**src/rtl/uart_rx_if.sv**
```systemverilog
// uart_rx_if -- register-side bundle of the UART receiver.
//   rx_en       receiver enable (low = abort and hold idle)
//   no_parity   1 = frame has no parity bit
//   ev_parity   parity sense when no_parity=0: 1 = even, 0 = odd
//   rxd_out     last received byte
//   rx_ok       one-clk pulse: frame completed, rxd_out and flags valid
//   parity_err  parity mismatch in the last frame
//   frame_err   stop bit sampled low in the last frame
//   rx_busy     receiver is somewhere inside a frame
// master = register block, slave = receiver.
interface uart_rx_if;
  logic       rx_en;
  logic       no_parity;
  logic       ev_parity;
  logic [7:0] rxd_out;
  logic       rx_ok;
  logic       parity_err;
  logic       frame_err;
  logic       rx_busy;

  modport master (
    output rx_en, no_parity, ev_parity,
    input  rxd_out, rx_ok, parity_err, frame_err, rx_busy
  );

  modport slave (
    input  rx_en, no_parity, ev_parity,
    output rxd_out, rx_ok, parity_err, frame_err, rx_busy
  );
endinterface

```
**src/rtl/uart_rx.sv**
```systemverilog
// uart_rx -- 16x oversampling UART receiver, 1 start, 8 data (LSB first),
// optional even/odd parity, 1 stop bit.
//   clk         system clock
//   rst_n       asynchronous active-low reset
//   baud16_clk  level signal at 16x baud; its rising edge is the sample tick
//   rxd         asynchronous serial line, idles high
//   rif         register-side bundle (enable, format, received byte, status)
module uart_rx (
  input  logic      clk,
  input  logic      rst_n,
  input  logic      baud16_clk,
  input  logic      rxd,
  uart_rx_if.slave  rif
);

  localparam logic [2:0] RX_IDLE   = 3'd0;
  localparam logic [2:0] RX_START  = 3'd1;
  localparam logic [2:0] RX_DATA   = 3'd2;
  localparam logic [2:0] RX_PARITY = 3'd3;
  localparam logic [2:0] RX_STOP   = 3'd4;

  logic       rxd_s1, rxd_s2;
  logic       baud16_d;
  logic       tick;
  logic       line;

  logic [2:0] state;
  logic [3:0] samp_cnt;
  logic [2:0] bit_cnt;
  logic       line_prev;
  logic [7:0] shift_q;
  logic       np_q;        // no_parity latched for the current frame
  logic       ev_q;        // ev_parity latched for the current frame
  logic       par_err_q;   // parity error pending until the stop bit

  logic [7:0] rxd_out_q;
  logic       rx_ok_q;
  logic       parity_err_q;
  logic       frame_err_q;

  // Line synchronizer and tick edge detector. Reset values keep the line
  // looking idle and avoid a spurious tick straight out of reset.
  // NOTE: every clocked register uses non-blocking assignment so all flops
  // sample the pre-edge values; blocking here would collapse the 2-flop chain.
  always_ff @(posedge clk or negedge rst_n) begin
    if (!rst_n) begin
      rxd_s1   <= 1'b1;
      rxd_s2   <= 1'b1;
      baud16_d <= 1'b0;
    end else begin
      rxd_s1   <= rxd;
      rxd_s2   <= rxd_s1;
      baud16_d <= baud16_clk;
    end
  end

  assign tick = baud16_clk & ~baud16_d;
  assign line = rxd_s2;

  always_ff @(posedge clk or negedge rst_n) begin
    if (!rst_n) begin
      state        <= RX_IDLE;
      samp_cnt     <= 4'd0;
      bit_cnt      <= 3'd0;
      line_prev    <= 1'b1;
      shift_q      <= 8'h00;
      np_q         <= 1'b1;
      ev_q         <= 1'b0;
      par_err_q    <= 1'b0;
      rxd_out_q    <= 8'h00;
      rx_ok_q      <= 1'b0;
      parity_err_q <= 1'b0;
      frame_err_q  <= 1'b0;
    end else begin
      rx_ok_q <= 1'b0;
      if (!rif.rx_en) begin
        // Abort: drop any frame in progress; delivered status is untouched.
        state     <= RX_IDLE;
        samp_cnt  <= 4'd0;
        bit_cnt   <= 3'd0;
        line_prev <= 1'b1;
      end else if (tick) begin
        line_prev <= line;
        case (state)
          RX_IDLE: begin
            // Edge rather than level: a held-low (break) line cannot
            // retrigger until it has gone high again.
            if (!line && line_prev) begin
              state    <= RX_START;
              samp_cnt <= 4'd0;
            end
          end

          RX_START: begin
            if (samp_cnt == 4'd7) begin
              if (!line) begin
                state    <= RX_DATA;
                samp_cnt <= 4'd0;
                bit_cnt  <= 3'd0;
                np_q     <= rif.no_parity;
                ev_q     <= rif.ev_parity;
              end else begin
                state <= RX_IDLE;   // false start, glitch on the line
              end
            end else begin
              samp_cnt <= samp_cnt + 4'd1;
            end
          end

          RX_DATA: begin
            samp_cnt <= samp_cnt + 4'd1;   // wraps 15 -> 0 at each bit centre
            if (samp_cnt == 4'd15) begin
              shift_q <= {line, shift_q[7:1]};
              bit_cnt <= bit_cnt + 3'd1;
              if (bit_cnt == 3'd7) begin
                state <= np_q ? RX_STOP : RX_PARITY;
              end
            end
          end

          RX_PARITY: begin
            samp_cnt <= samp_cnt + 4'd1;
            if (samp_cnt == 4'd15) begin
              par_err_q <= (line != (ev_q ? ^shift_q : ~^shift_q));
              state     <= RX_STOP;
            end
          end

          RX_STOP: begin
            samp_cnt <= samp_cnt + 4'd1;
            if (samp_cnt == 4'd15) begin
              // The byte is delivered even with a bad stop bit.
              rxd_out_q    <= shift_q;
              parity_err_q <= ~np_q & par_err_q;
              frame_err_q  <= ~line;
              rx_ok_q      <= 1'b1;
              state        <= RX_IDLE;
            end
          end

          default: state <= RX_IDLE;
        endcase
      end
    end
  end

  assign rif.rxd_out    = rxd_out_q;
  assign rif.rx_ok      = rx_ok_q;
  assign rif.parity_err = parity_err_q;
  assign rif.frame_err  = frame_err_q;
  assign rif.rx_busy    = (state != RX_IDLE);

endmodule

```
**src/flat_wrapper.sv**
```systemverilog
// flat-port wrapper written by rule: the top's interface ports become plain ports
module uart_rx_flat 
  (clk, rst_n, baud16_clk, rxd, rif_rx_en, rif_no_parity, rif_ev_parity, rif_rxd_out, rif_rx_ok, rif_parity_err, rif_frame_err, rif_rx_busy);
  uart_rx_if rif_i ();
  input  logic clk;
  input  logic rst_n;
  input  logic baud16_clk;
  input  logic rxd;
  input wire logic [$bits(rif_i.rx_en)-1:0] rif_rx_en;
  input wire logic [$bits(rif_i.no_parity)-1:0] rif_no_parity;
  input wire logic [$bits(rif_i.ev_parity)-1:0] rif_ev_parity;
  output wire logic [$bits(rif_i.rxd_out)-1:0] rif_rxd_out;
  output wire logic [$bits(rif_i.rx_ok)-1:0] rif_rx_ok;
  output wire logic [$bits(rif_i.parity_err)-1:0] rif_parity_err;
  output wire logic [$bits(rif_i.frame_err)-1:0] rif_frame_err;
  output wire logic [$bits(rif_i.rx_busy)-1:0] rif_rx_busy;
  assign rif_i.rx_en = rif_rx_en;
  assign rif_i.no_parity = rif_no_parity;
  assign rif_i.ev_parity = rif_ev_parity;
  assign rif_rxd_out = rif_i.rxd_out;
  assign rif_rx_ok = rif_i.rx_ok;
  assign rif_parity_err = rif_i.parity_err;
  assign rif_frame_err = rif_i.frame_err;
  assign rif_rx_busy = rif_i.rx_busy;
  uart_rx u_core (.clk(clk), .rst_n(rst_n), .baud16_clk(baud16_clk), .rxd(rxd), .rif(rif_i));
endmodule
```
**config.mk**
```make
export PLATFORM = sky130hd
export DESIGN_NAME = uart_rx_flat
export DESIGN_NICKNAME = d
export VERILOG_FILES = /design/src/rtl/uart_rx_if.sv /design/src/rtl/uart_rx.sv /design/src/flat_wrapper.sv
export SDC_FILE = /design/constraint.sdc
export NUM_CORES = 1
export LEC_CHECK = 0
export ABC_AREA = 1
export BUFFER_PORTS_ARGS = -buffer_cell sky130_fd_sc_hd__buf_2
export CAP_MARGIN = 40
export CELL_PAD_IN_SITES_DETAIL_PLACEMENT = 1
export CELL_PAD_IN_SITES_GLOBAL_PLACEMENT = 1
export CORE_MARGIN = 2
export CORE_UTILIZATION = 30
export CTS_BUF_LIST = sky130_fd_sc_hd__clkbuf_4 sky130_fd_sc_hd__clkbuf_8
export CTS_CLUSTER_SIZE = 28
export DETAILED_ROUTE_END_ITERATION = 10
export PLACE_DENSITY = 0.67
export SETUP_SLACK_MARGIN = 0.05
export SYNTH_ARGS = -nofsm -noshare
export SYNTH_HDL_FRONTEND = slang
export SYNTH_SLANG_ARGS = --single-unit
```
**constraint.sdc**
```tcl
create_clock -name clk -period 3 [get_ports clk]
set_input_delay 0.45 -clock clk [delete_from_list [all_inputs] [get_ports clk]]
set_output_delay 0.45 -clock clk [all_outputs]
set_load 0.02 [all_outputs]
```
-- Yosys cells after proc, flatten, opt, wreduce, memory -nomap -nowiden
Cells that the tools add are included.
- mux-type cells: 30
- add/subtract/negate cells: 2
- bitwise logic cells: 5
- reduce and logical (&&, ||, !) cells: 14
- equality and inequality tests: 19
- operators with widths (operator ; number):
    $mux W3 ; 14
    $mux W4 ; 5
    $ne A3 B2 Y1 const B ; 6
    $reduce_and A4 Y1 ; 4
    $pmux W3 S5 ; 1
    $pmux W4 S3 ; 1
    $reduce_and A5 Y1 ; 2
    $reduce_xnor A8 Y1 ; 1
    $reduce_xor A8 Y1 ; 1
    $mux W1 ; 7
    $reduce_and A7 Y1 ; 1
    $eq A3 B2 Y1 const B ; 2
    $eq A3 B3 Y1 const B ; 2
    $pmux W3 S2 ; 1
    $add A4 B1 Y4 const B ; 1
    $eq A4 B3 Y1 const B ; 1
    $eq A4 B4 Y1 const B ; 1
    $ne A4 B2 Y1 const B ; 1
    $ne A4 B4 Y1 const B ; 1
    $add A3 B1 Y3 const B ; 1
    $eq A3 B1 Y1 const B ; 1
    $logic_not A3 Y1 ; 1
    $ne A3 B1 Y1 const B ; 1
    $ne A3 B3 Y1 const B ; 1
    9 further kinds ; 12
- output and inout bits: 12
- input port bits: 7
- register bits: 36

-- Longest topological paths before layout
- word-level depth: 6
- gate-level depth with buffers: 10
- depth with buffers taken out: 10

-- Worst setup path after synthesis
OpenSTA, ideal clock, no wires.
- kind: reg2reg
- start: reg u_core.samp_cnt[0]
- end: reg u_core.parity_err_q, in the netlist u_core.rif.parity_err
- arrival time: 1293 ps
- setup slack: 1589 ps
- stages on the path, launching flop included: 10
- cell sequence: dfrtp_1 > ha_1 > nand2_2 > nor2_4 > nand2_4 > nor2_4 > inv_4 > buf_6 > nand2_1 > nand2_1
- longest elaborated chain between the ends: 2
- ends and longest elaborated chain (element ; RTL line ; source):
    start: declaration ; uart_rx.sv:28 ; logic [3:0] samp_cnt;
    start signal: assignment ; uart_rx.sv:106 ; samp_cnt <= samp_cnt + 4'd1;
    start signal: assignment ; uart_rx.sv:111 ; samp_cnt <= samp_cnt + 4'd1;
    start signal: assignment ; uart_rx.sv:122 ; samp_cnt <= samp_cnt + 4'd1;
    $eq A4 B4 Y1 ; uart_rx.sv:131 ; if (samp_cnt == 4'd15) begin
    $reduce_and A4 Y1 (no line) ; -- ;
    end signal: assignment ; uart_rx.sv:134 ; parity_err_q <= ~np_q & par_err_q;
    end: declaration ; uart_rx.sv:38 ; logic parity_err_q;
Every way passes these cells.
A chain may end at the register's enable or synchronous reset.

-- Worst setup path after layout
- start: reg u_core.state[1]
- end: out rif_rx_busy
- longest elaborated chain between the ends: 1
- ends and longest elaborated chain (element ; RTL line ; source):
    start: declaration ; uart_rx.sv:27 ; logic [2:0] state;
    start signal: assignment ; uart_rx.sv:116 ; state <= np_q ? RX_STOP : RX_PARITY;
    $reduce_bool A3 Y1 ; uart_rx.sv:151 ; assign rif.rx_busy = (state != RX_IDLE);
    end: declaration ; flat_wrapper.sv:16 ; output wire logic [$bits(rif_i.rx_busy)-1:0] rif_rx_busy;
Every way passes these cells.

==> impl_results.md <==
* CTS tree: done
* Synth Area in Adders at 1.929%
* Via count of the first global-routing pass at about 1,600
* Final instance area at approximately 2200 um^2
* Synth top area share at between 40% and 50%
* Core footprint at 6314 um^2
* Worst r2r src: u_core.samp_cnt[0]$_DFFE_PN0P_
* 1st-iter DRT viols at 57
* WL per Instance at 12.26 um
* R2r endpoint: u_core.state[2]$_DFFE_PN0P_
* Placed wire-length estimate at between 3 and 4 mm
* Dpl cell area at around 2100 um^2
* Synthesized area at about 2000 um^2
* Final Hold Viols at 0
* Crit-path max cell delay at about 450 ps
* Yosys cell types at 26
* R2R depth at 10
* CP max FO at 6
* Critical-path cell list: nor2_4 > nand2_1 > buf_2
* Period utilization at between 50 and 60%
* Ys Warns at 0
* Largest area contributor in the netlist: dfrtp_1
* PortBufs at 18
* Drt via density at between 4 and 5
* Synth Instances at 240
* Clk Latency, worst-skew pair at around 290 ps
* GRT overflow at 0
* Compound-Gate Fraction of Synth Area at ~8.2%
* DRC Markers at 0
* Layout fillers at 812
* FF-to-FF setup slack at roughly 1500 ps
* VDD IR-drop max at 0.0001975 V
* Worst Setup Path Type: reg2out
* Synthesized flop and latch total at 36
* Die height at about 85 um
* Total GRT Usage at between 10% and 20%
* CTS H-tree lvls at 2
* Final worst path period need at roughly 1700 ps
* Ant. Diodes at 0
* Most used flip-flop cell after synthesis: dfrtp_1
* Inserted Clock Buffers at 5
* Post-DRT Antenna Nets at 0
* Syn nets at 250
* Largest family of logic cells by synthesized area: simple AND/OR/NAND/NOR gates
* Hold slack at between 90 and 100 ps
* Worst Setup End Kind: output port
* Avg Cell Area, Syn at about 8.1 um^2
* Worst-Margin Slew at ~430 ps
* Gpl congestion at 0.7867
* CTS clock-pin slew for the worst setup and hold paths at about 70 ps
* First-pass GRT wire length at 7.314 mm
* Total clock sinks at 36
* Maxcap violations at 0
* Fraction of layout cells with a size suffix above 1 at between 20 and 25%
* Required @ worst endpoint at ~2600 ps
* Area delta synth->final at 14.47%
* Crit path buffers/inverters at 1
* Row count at 29
* Synth Area in Simple Gates at about a third
* HP Class: in2async
* Postcts setup bufs at 0
* Fin nets at 273
* Final setup fails at 0
* Initial antenna violation count at 0
* PD cells at around 520 nW/um^2
* Total number of vias at approximately 1,600
* Crit path arrival time at between 1000 and 1500 ps
* Post_cts resized at 0
* DRT Pass-1 Iters at 4
* Slew headroom at 71.11%
* Leak at approximately 1.2 nW
* I/O Pins at 19
* Post-Synth XOR/XNOR Area at around 1.8%
* Clk_skew at 4.234 ps
* Slowest CP cell: dfrtp_1
* Crit-path leading delay family: flip-flops
* Multi-input gate area at 894.6 um^2
* Fin. max-slew vios at 0
* Mux share of post-synthesis cell area at less than 1%
* Most frequent cells after synthesis: nand2_1 (88), dfrtp_1 (32), inv_1 (25)
* FF+latch area at roughly 910 um^2
* Longest Clk Path Bufs at 2
* F_max at ~600 MHz
* Most instantiated library cell after synthesis: nand2_1
* Ys async rst share at 100.0%
* Seq/Total Area, Yosys at about 47%
* Largest net degree at the start of global routing at 22
* Setup TNS at 0 ps
* Area contributors post-synth: dfrtp_1 (41%), nand2_1 (17%), dfstp_2 (5.4%)
* Status: complete, no violations
* Initial Utilization at 30.82%
* Die area at about 7100 um^2
* DRT Wirelength at between 4 and 5 mm
* CTS root buffer: clkbuf_8
* Post-synth EDFFs at 0
* RSZ-0062 raised after global routing: false
* Element type at the critical path start: flip-flop
* # hold bufs at CTS at 0
* DIE WIDTH at ~85 um
[flip-flops by register name, indices dropped and copies added (netlist names)]
| register | cells |
|---|---|
| u_core.bit_cnt | 3 |
| u_core.rif.rx_ok | 1 |
| u_core.state | 3 |
| u_core.np_q | 1 |
| u_core.baud16_d | 1 |
| u_core.ev_q | 1 |
| u_core.line_prev | 1 |
| u_core.line | 1 |
| u_core.rxd_s1 | 1 |
| u_core.rif.rxd_out | 8 |
| u_core.samp_cnt | 4 |
| u_core.rif.frame_err | 1 |
| u_core.par_err_q | 1 |
| u_core.rif.parity_err | 1 |
| u_core.shift_q | 8 |
[worst max-delay path by stage]
stage	startpoint	end	slack (ps)	depth (start not counted)
detailed placement	baud16_clk	u_core.bit_cnt[1]$_DFFE_PN0P_	1460	10
global placement	rif_rx_en	u_core.ev_q$_DFFE_PN0P_	1470	5
floorplan	u_core.samp_cnt[0]$_DFFE_PN0P_	u_core.rif.parity_err$_DFFE_PN0P_	1590	9
global route	u_core.state[1]$_DFFE_PN0P_	rif_rx_busy	1250	3
CTS	u_core.state[1]$_DFFE_PN0P_	rif_rx_busy	1300	3
finish	u_core.state[1]$_DFFE_PN0P_	rif_rx_busy	1340	3
[report_power, final]
part           total [mW]  switching [mW]  internal (mW)
clock network       0.379           0.173          0.206
registers           0.542          0.0334          0.509
logic               0.237           0.161         0.0764
total                1.16           0.367          0.791
[cell type report]
cell class / instances / area share (%)
clock buffer: 8 / 4.382
sequential: 36 / 40.67
inverter: 30 / 5.169
multi-input combinational: 171 / 40.17
timing repair buffer: 19 / 5.281
tap: 77 / 4.326
[worst register-to-register path: stages (launching register included)]
cell,delay (ps)
dfrtp_1,400
ha_1,250
nand2_2,80
nor2_4,150
inv_1,80
nand3_1,70
nand2_1,80
nor2_4,140
nand2_2,70
nand2_1,60
nand2_1,50
[cell usage in the layout (no fill, tap or decap), drive strengths merged]
cell type | Yosys | final
xor2 | 2 | 2
dfstp | 4 | 4
a21oi | 6 | 6
mux2 | 1 | 1
ha | 3 | 3
nor2 | 21 | 21
buf | 3 | 19
nand4 | 1 | 1
clkbuf | 0 | 8
inv | 30 | 30
xnor2 | 2 | 2
o21ai | 19 | 19
dfrtp | 32 | 32
nand2 | 96 | 96
nand3 | 19 | 19
nor3 | 1 | 1
[cell families after synthesis]
kind of cell,after synthesis
AO/OA/AOI/OAI,25
XOR/XNOR,4
adder cells (fa/ha/maj),3
buffers and inverters,33
flip-flops,36
multiplexers,1
AND/OR/NAND/NOR,138
[stage by stage]
step	power (mW)	instances	setup slack (ps)	utilization, %
6_report	1.159	341	1336	35.28
5_1_grt	1.232	341	1248	35.28
4_1_cts	1.179	341	1305	35.28
3_5_place_dp	0.7931	333	1458	33.73
3_3_place_gp	0.7859	332	1469	33.29
2_1_floorplan	0.7214	240	1589	-
[routing by layer]
layer / GRT usage (%) / wire (um)
met3: 2.753 / 126
met2: 21.05 / 2004
met4: 4.329 / 65
met1: 16.89 / 1984
met5: 0 / 0
Power figures use the tool's default switching activity.
